## config.mk

```make
export PLATFORM = sky130hd
export DESIGN_NAME = clk_period_monitor
export DESIGN_NICKNAME = d
export VERILOG_FILES = /design/src/rtl/clk_period_monitor.sv
export SDC_FILE = /design/constraint.sdc
export NUM_CORES = 1
export LEC_CHECK = 0
export BUFFER_PORTS_ARGS = -buffer_cell sky130_fd_sc_hd__buf_2
export CORE_UTILIZATION = 40
export CTS_CLUSTER_SIZE = 14
export DETAILED_ROUTE_END_ITERATION = 7
export GPL_ROUTABILITY_DRIVEN = 0
export GPL_TIMING_DRIVEN = 0
export PLACE_DENSITY = 0.54
export SYNTH_ARGS = -nofsm -noshare
export SYNTH_HDL_FRONTEND = slang
export SYNTH_SLANG_ARGS = --single-unit
```

## constraint.sdc

```tcl
create_clock -name clk -period 7.52 [get_ports clk]
set_input_delay 0.376 -clock clk [delete_from_list [all_inputs] [get_ports clk]]
set_output_delay 0.376 -clock clk [all_outputs]
set_load 0.01 [all_outputs]
```

## src/rtl/clk_period_monitor.sv

```systemverilog
// ---------------------------------------------------------------------------
// clk_period_monitor
//
// Measures an externally generated clock (clk_in) against the sampling clock
// (clk). For every complete cycle of clk_in it reports the period and high
// time in clk cycles, tracks the min/max period since reset or clear, flags
// periods outside NOM_PERIOD +/- TOL, and detects a non-toggling input.
//
// Ports:
//   clk           in   sampling clock, rising edge
//   rst           in   asynchronous active-high reset
//   clk_in        in   monitored clock, asynchronous to clk
//   stats_clr     in   synchronous pulse; resets min/max and jitter_sticky
//   period        out  last measured period (clk cycles)
//   high_time     out  high time of the last measured period (clk cycles)
//   min_period    out  smallest period since reset/clear (all ones if none)
//   max_period    out  largest period since reset/clear (0 if none)
//   meas_valid    out  one-cycle pulse when period/high_time update
//   jitter_err    out  one-cycle pulse with meas_valid when out of tolerance
//   jitter_sticky out  set by jitter_err, held until stats_clr
//   stuck         out  high while clk_in has not toggled for TIMEOUT cycles
// ---------------------------------------------------------------------------
module clk_period_monitor #(
  parameter int unsigned CNT_W      = 16,
  parameter int unsigned NOM_PERIOD = 100,
  parameter int unsigned TOL        = 5,
  parameter int unsigned TIMEOUT    = 1000
) (
  input  logic             clk,
  input  logic             rst,
  input  logic             clk_in,
  input  logic             stats_clr,
  output logic [CNT_W-1:0] period,
  output logic [CNT_W-1:0] high_time,
  output logic [CNT_W-1:0] min_period,
  output logic [CNT_W-1:0] max_period,
  output logic             meas_valid,
  output logic             jitter_err,
  output logic             jitter_sticky,
  output logic             stuck
);

  localparam int unsigned       IDLE_W   = $clog2(TIMEOUT + 1);
  localparam logic [IDLE_W-1:0] IDLE_MAX = IDLE_W'(TIMEOUT);
  localparam logic [CNT_W-1:0]  CNT_ONE  = CNT_W'(1);
  localparam logic [CNT_W:0]    NOM_X    = (CNT_W + 1)'(NOM_PERIOD);
  localparam logic [CNT_W:0]    TOL_X    = (CNT_W + 1)'(TOL);

  typedef enum logic [1:0] {
    ST_IDLE,
    ST_HIGH,
    ST_LOW,
    ST_STUCK
  } state_e;

  // Synchronizer and edge detector
  logic              sync1_q;
  logic              s_q;
  logic              p_q;
  logic [2:0]        prime_q;
  logic [2:0]        prime_d;

  // Control state and counters
  state_e            state_q, state_d;
  logic [CNT_W-1:0]  cnt_q, cnt_d;
  logic [IDLE_W-1:0] idle_q, idle_d;
  logic [CNT_W-1:0]  hi_stage_q, hi_stage_d;

  // Measurement outputs
  logic [CNT_W-1:0]  period_q, period_d;
  logic [CNT_W-1:0]  high_q, high_d;
  logic [CNT_W-1:0]  min_q, min_d;
  logic [CNT_W-1:0]  max_q, max_d;
  logic              mv_q, mv_d;
  logic              je_q, je_d;
  logic              sticky_q, sticky_d;
  logic              stuck_q, stuck_d;

  // Combinational helpers
  logic              rise;
  logic              fall;
  logic              timeout;
  logic              take_meas;
  logic [CNT_W-1:0]  meas_hi;
  logic [CNT_W:0]    per_x;
  logic [CNT_W:0]    dev;
  logic              jit;

  // Edges are only qualified once s and p both hold post-reset samples of
  // clk_in, so releasing reset while clk_in is high does not look like a rise.
  always_comb begin
    prime_d = {prime_q[1:0], 1'b1};
    rise    = prime_q[2] & s_q & ~p_q;
    fall    = prime_q[2] & ~s_q & p_q;
  end

  always_comb begin
    if (rise) begin
      cnt_d = CNT_ONE;
    end else if (cnt_q == '1) begin
      cnt_d = cnt_q;
    end else begin
      cnt_d = cnt_q + 1'b1;
    end

    if (rise || fall) begin
      idle_d = '0;
    end else if (idle_q == IDLE_MAX) begin
      idle_d = idle_q;
    end else begin
      idle_d = idle_q + 1'b1;
    end

    // Fires on the edge at which idle_q reaches TIMEOUT.
    timeout = (idle_d == IDLE_MAX);
  end

  // Deviation from nominal, one bit wider than the counter so it cannot wrap.
  always_comb begin
    per_x = {1'b0, cnt_q};
    if (per_x >= NOM_X) begin
      dev = per_x - NOM_X;
    end else begin
      dev = NOM_X - per_x;
    end
    jit = (dev > TOL_X);
  end

  always_comb begin
    state_d    = state_q;
    hi_stage_d = hi_stage_q;
    take_meas  = 1'b0;
    meas_hi    = hi_stage_q;

    unique case (state_q)
      ST_IDLE: begin
        if (rise) begin
          state_d = ST_HIGH;
        end
      end
      ST_HIGH: begin
        if (fall) begin
          hi_stage_d = cnt_q;
          state_d    = ST_LOW;
        end else if (rise) begin
          // Low phase was too short to see: whole period counts as high.
          take_meas = 1'b1;
          meas_hi   = cnt_q;
        end
      end
      ST_LOW: begin
        if (rise) begin
          take_meas = 1'b1;
          state_d   = ST_HIGH;
        end
      end
      ST_STUCK: begin
        if (rise) begin
          state_d = ST_HIGH;
        end
      end
      default: begin
        state_d = ST_IDLE;
      end
    endcase

    // A timeout implies no edge this cycle, so it never competes with take_meas.
    if (timeout) begin
      state_d = ST_STUCK;
    end
  end

  // Clear is applied before the new sample so a coincident measurement wins.
  always_comb begin
    period_d = period_q;
    high_d   = high_q;
    min_d    = stats_clr ? '1 : min_q;
    max_d    = stats_clr ? '0 : max_q;
    sticky_d = stats_clr ? 1'b0 : sticky_q;
    mv_d     = take_meas;
    je_d     = take_meas & jit;
    stuck_d  = (state_d == ST_STUCK);

    if (take_meas) begin
      period_d = cnt_q;
      high_d   = meas_hi;
      if (cnt_q < min_d) begin
        min_d = cnt_q;
      end
      if (cnt_q > max_d) begin
        max_d = cnt_q;
      end
      if (jit) begin
        sticky_d = 1'b1;
      end
    end
  end

  always_ff @(posedge clk or posedge rst) begin
    if (rst) begin
      sync1_q    <= 1'b0;
      s_q        <= 1'b0;
      p_q        <= 1'b0;
      prime_q    <= '0;
      state_q    <= ST_IDLE;
      cnt_q      <= '0;
      idle_q     <= '0;
      hi_stage_q <= '0;
      period_q   <= '0;
      high_q     <= '0;
      min_q      <= '1;
      max_q      <= '0;
      mv_q       <= 1'b0;
      je_q       <= 1'b0;
      sticky_q   <= 1'b0;
      stuck_q    <= 1'b0;
    end else begin
      sync1_q    <= clk_in;
      s_q        <= sync1_q;
      p_q        <= s_q;
      prime_q    <= prime_d;
      state_q    <= state_d;
      cnt_q      <= cnt_d;
      idle_q     <= idle_d;
      hi_stage_q <= hi_stage_d;
      period_q   <= period_d;
      high_q     <= high_d;
      min_q      <= min_d;
      max_q      <= max_d;
      mv_q       <= mv_d;
      je_q       <= je_d;
      sticky_q   <= sticky_d;
      stuck_q    <= stuck_d;
    end
  end

  assign period        = period_q;
  assign high_time     = high_q;
  assign min_period    = min_q;
  assign max_period    = max_q;
  assign meas_valid    = mv_q;
  assign jitter_err    = je_q;
  assign jitter_sticky = sticky_q;
  assign stuck         = stuck_q;

endmodule
```

# Word-level counts from Yosys, hierarchy flattened
# Cells that the tools add are included.
# totals
in_bits	4
out_inout_bits	68
ff_bits	118
# op_classes
order_cmp	4
mux	24
n_eq_ne	8
n_addsub	4
n_bitwise	7
reduce_logical	4
# op_table
operator	n
$mux W16	11
$eq A10 B10 Y1 const B	2
$mux W10	2
$gt A17 B3 Y1 const B	1
$mux W17	1
$sub A16 B7 Y17 const B	1
$sub A7 B16 Y17 const A	1
$add A16 B1 Y16 const B	1
$eq A16 B16 Y1 const B	1
$ge A16 B7 Y1 const B	1
$gt A16 B16 Y1	1
$lt A16 B16 Y1	1
$add A10 B1 Y10 const B	1
$eq A2 B2 Y1 const B	3
$mux W2	3
$and A1 B1 Y1	5
$mux W1	5
$pmux W2 S2	1
$reduce_or A3 Y1	1
$eq A2 B1 Y1 const B	1
$logic_not A2 Y1	1
$ne A2 B2 Y1 const B	1
$not A1 Y1	2
$pmux W1 S2	1
other kinds (2)	2

# Logic depth before layout (Yosys ltp)
# logic_depth
word_depth	8
ltp_mapped	13
ltp_nobuf	10

# Least setup slack after synthesis
# OpenSTA, ideal clock, no wires.
# synth_path
kind	input port to flip-flop
from	input port stats_clr
to	register max_q[10], in the netlist max_period[10]
t_arrival_ps	2961
stages	13
path_buffers	3
path_slack_ps	4480
setup_time_ps	79
cell_sequence	clkbuf_1 -> inv_1 -> buf_4 -> nand2_1 -> ha_1 -> a21o_1 -> a21o_1 -> a211o_1 -> o211ai_1 -> a21oi_1 -> o311ai_4 -> buf_2 -> mux2i_1
# synth_via
elab_chain_len	4
# synth_lines
element	line_no	text
from (decl)	32	input logic stats_clr,
$mux W16 *	178	max_d = stats_clr ? '0 : max_q;
$gt A16 B16 Y1	190	if (cnt_q > max_d) begin
$mux W16	190	
$mux W16 *	184	if (take_meas) begin
net max_d[10]	73	logic [CNT_W-1:0] max_q, max_d;
to (signal assigned)	229	max_q <= max_d;
to (decl)	73	
# The timed path passes the listed nets; every way through them passes the cells marked *.
# A chain may end at the register's enable or synchronous reset.

# Final worst setup path
# layout_path
from	input port stats_clr
to	register max_q[8], in the netlist max_period[8]
# The elaborated chain is that of the path after synthesis.

==> flow_summary.json <==
{
  "outcome": "finished clean",
  "worst_clock_skew_ps": 7.43,
  "worst_pin_slew_ps": 821,
  "areaGrowthSynthToFinish_pct": 21.0,
  "hold_depth": 1,
  "max_freq_mhz": 296,
  "netlist.area_leader.share": 0.403,
  "overflow": 0,
  "dieArea_um2": 16300,
  "cpLargestDelayFamily": "compound AO/OA/AOI/OAI gates",
  "die_y_um": 128,
  "hold_start": "clk_in",
  "slew-limit-headroom": 0.452,
  "setup-tns-final_ps": 0,
  "port_buffers": 70,
  "die_x_um": 128,
  "cts-resized-gates": 0,
  "worstRegToRegCells": 9,
  "hold_class": "input port to register",
  "drtIter0Drc": 275,
  "layout-drive-gt1-share": 0.220,
  "syn_area_per_cell_um2": 10.4,
  "crit_path_max_fanout": 10,
  "utilization": 0.500,
  "clock_path_buffers": 2,
  "yosys.area.top_type": "dfrtp_1",
  "synth_ff_type": "dfrtp_1",
  "cts_sinks": 118,
  "final_cell_area_um2": 7660,
  "power_density_nw_per_um2": 288,
  "drc_errors": 0,
  "ys_warn_count": 0,
  "endpoint_kind": "register",
  "setup_viol": 0,
  "first_pass_iters": 5,
  "netlist_area_um2": 6330,
  "root_buffer": "clkbuf_16",
  "cts_htree_levels": 4,
  "clk_pin_slew_worst_paths_ps": 50,
  "wl_per_cell_um": 17.8,
  "postCtsHoldBufs": 1,
  "dpl-instance-area_um2": 6970,
  "ir_worst_vdd_mv": 0.151,
  "tritoncts": "done",
  "antenna_found_initial": 0,
  "cp-start-kind": "input port",
  "placed_cells": 893,
  "fin_crit_sh": 0.449,
  "holdWs_ps": 65.9,
  "io_pins": 72,
  "cp_common_cell": "a21o_1",
  "whs_endpoint": "sync1_q$_DFF_PP0_",
  "finalCriticalPeriod_ps": 3380,
  "start_util": 0.413,
  "maxCapViolCount": 0,
  "core_area_um2": 15300,
  "wl_um": 16500,
  "vias": 4927,
  "synth_cells": 611,
  "grt_pass1_vias": 4881,
  "std_cell_rows": 45,
  "synth_area_leaders": "dfrtp_1 (40%), ha_1 (8.3%), mux2i_1 (7.9%), dfstp_2 (6.6%), nor2_1 (4.4%)",
  "cpMaxStageDelayCell": "o311ai_4",
  "synth_cell_types": 59,
  "cts_setup_buffers": 0,
  "grt_use_total": 0.216,
  "grt_start_max_net_pins": 95,
  "vias_per_cell": 5.32,
  "worst_path_largest_cell_delay_ps": 510,
  "ys_ff_latch": 118,
  "synth-edff-count": 0,
  "crit_buf_inv": 4,
  "hold_violations": 0,
  "grt_pass1_wl_um": 26600,
  "synthArstFlopShare": 1.00,
  "worst_r2r_endpoint": "max_period[8]$_DFF_PP0_",
  "final_max_slew_viol_count": 0,
  "dp_hpwl_um": 12000,
  "rsz0062_at_grt": "false",
  "insertion_delay_ps": 420,
  "instances_no_fill": 926,
  "crit_chain": "clkbuf_1 -> inv_1 -> buf_4 -> nand2_1 -> ha_1 -> a21o_1 -> a21o_1 -> a211o_1 -> o211ai_1 -> a21oi_1 -> o311ai_4 -> buf_2 -> mux2i_1",
  "reg2reg_from": "cnt_q[9]$_DFFE_PP0P_",
  "synth_fp_nets": 657,
  "leakage_nw": 3.79,
  "required_ps": 7850,
  "cts_buffers": 17,
  "ys_seq_area_frac": 0.470,
  "ant_nets": 0,
  "arrival_ps": 3700,
  "path_class": "input port to register",
  "nets": 748,
  "reg2reg_slack_ps": 4480,
  "diodes": 0
}
-- cell type report --
type	count	area [um^2]
sequential	118	2970
fill	1487	7660
clock inverter	9	195
clock buffer	23	478
inverter	25	98.8
multi-input combinational	437	3080
tap	211	264
timing repair buffer	72	388
buffer	31	180
-- cell families after synthesis --
kind of cell,after synthesis,share of synthesized area
AO/OA/AOI/OAI,105,0.112
XOR/XNOR,26,0.0360
adder cells (fa/ha/maj),42,0.0831
buffers and inverters,56,0.0433
flip-flops,118,0.470
multiplexers,67,0.109
other,1,0.000593
AND/OR/NAND/NOR,196,0.146
-- metal layers --
| metal | global-route usage | wire [um] | share of wire | vias up |
|---|---|---|---|---|
| met3 | 0.0530 | 750 | 0.045 | 20 |
| met1 | 0.299 | 8000 | 0.48 | 2458 |
| met2 | 0.332 | 7520 | 0.46 | 120 |
| met4 | 0.0734 | 237 | 0.014 | 0 |
| li1 | - | - | - | 2329 |
| met5 | 0 | 0 | 0 | - |
-- cells in the final DEF, fill, tap and decap left out, drive strengths merged, types with 4 or more instances in the layout --
| cell type | n |
|---|---|
| o21a | 6 |
| a21oi | 32 |
| nor3 | 11 |
| nor4 | 4 |
| nand4 | 10 |
| a21o | 8 |
| mux2 | 17 |
| nor2b | 5 |
| mux2i | 50 |
| nor2 | 74 |
| ha | 42 |
| dfrtp | 102 |
| bufinv | 6 |
| xnor2 | 23 |
| inv | 25 |
| o21ai | 29 |
| buf | 85 |
| clkbuf | 40 |
| nand2 | 55 |
| nand3 | 14 |
| dfstp | 16 |
-- stage by stage --
stage	setup slack (ps)	power, W
floorplan	4040	0.00113
global placement	2620	0.00128
detailed placement	3760	0.00129
CTS	4180	0.00223
global route	3960	0.00232
finish	4140	0.00221
-- synth_stat cells (8+ instances only) --
library cell,count
a21o_1,8
a21oi_1,32
clkbuf_1,17
dfrtp_1,102
dfstp_2,16
ha_1,42
inv_1,25
mux2_2,17
mux2i_1,50
nand2_1,55
nand3_1,14
nand4_1,9
nor2_1,74
nor3_1,10
o21ai_0,29
xnor2_1,23
-- worst register-to-register path, delay by kind of cell (launching register included) --
family	cells	cell delay (ps)
flops	1	510
buf+inv	1	440
compound gates	6	1360
mux	1	260
fa+ha+maj	1	370
-- worst max path at each step --
| stage | end | from | cells past startpoint |
|---|---|---|---|
| global placement | idle_q[8]$_DFF_PP0_ | rst | 2 |
| floorplan | cnt_q[0]$_DFFE_PP0P_ | rst | 1 |
| global route | max_period[8]$_DFF_PP0_ | stats_clr | 13 |
| CTS | max_period[8]$_DFF_PP0_ | stats_clr | 13 |
| detailed placement | max_period[8]$_DFF_PP0_ | stats_clr | 13 |
| finish | max_period[8]$_DFF_PP0_ | stats_clr | 13 |
-- flip-flops by register name (all words and copies together) (netlist names) --
signal,flops
hi_stage_q,16
jitter_err,1
prime_q,3
sync1_q,1
s_q,1
meas_valid,1
min_period,16
high_time,16
stuck,1
jitter_sticky,1
cnt_q,16
period,16
idle_q,10
state_q,2
p_q,1
max_period,16
-- where the power goes --
group	switching (W)	internal (W)
Clock	0.000282	0.000646
Combinational	0.000270	0.000198
Sequential	0.0000855	0.000726
Total	0.000637	0.00157
Note: power is estimated with default switching activity, not from simulation.
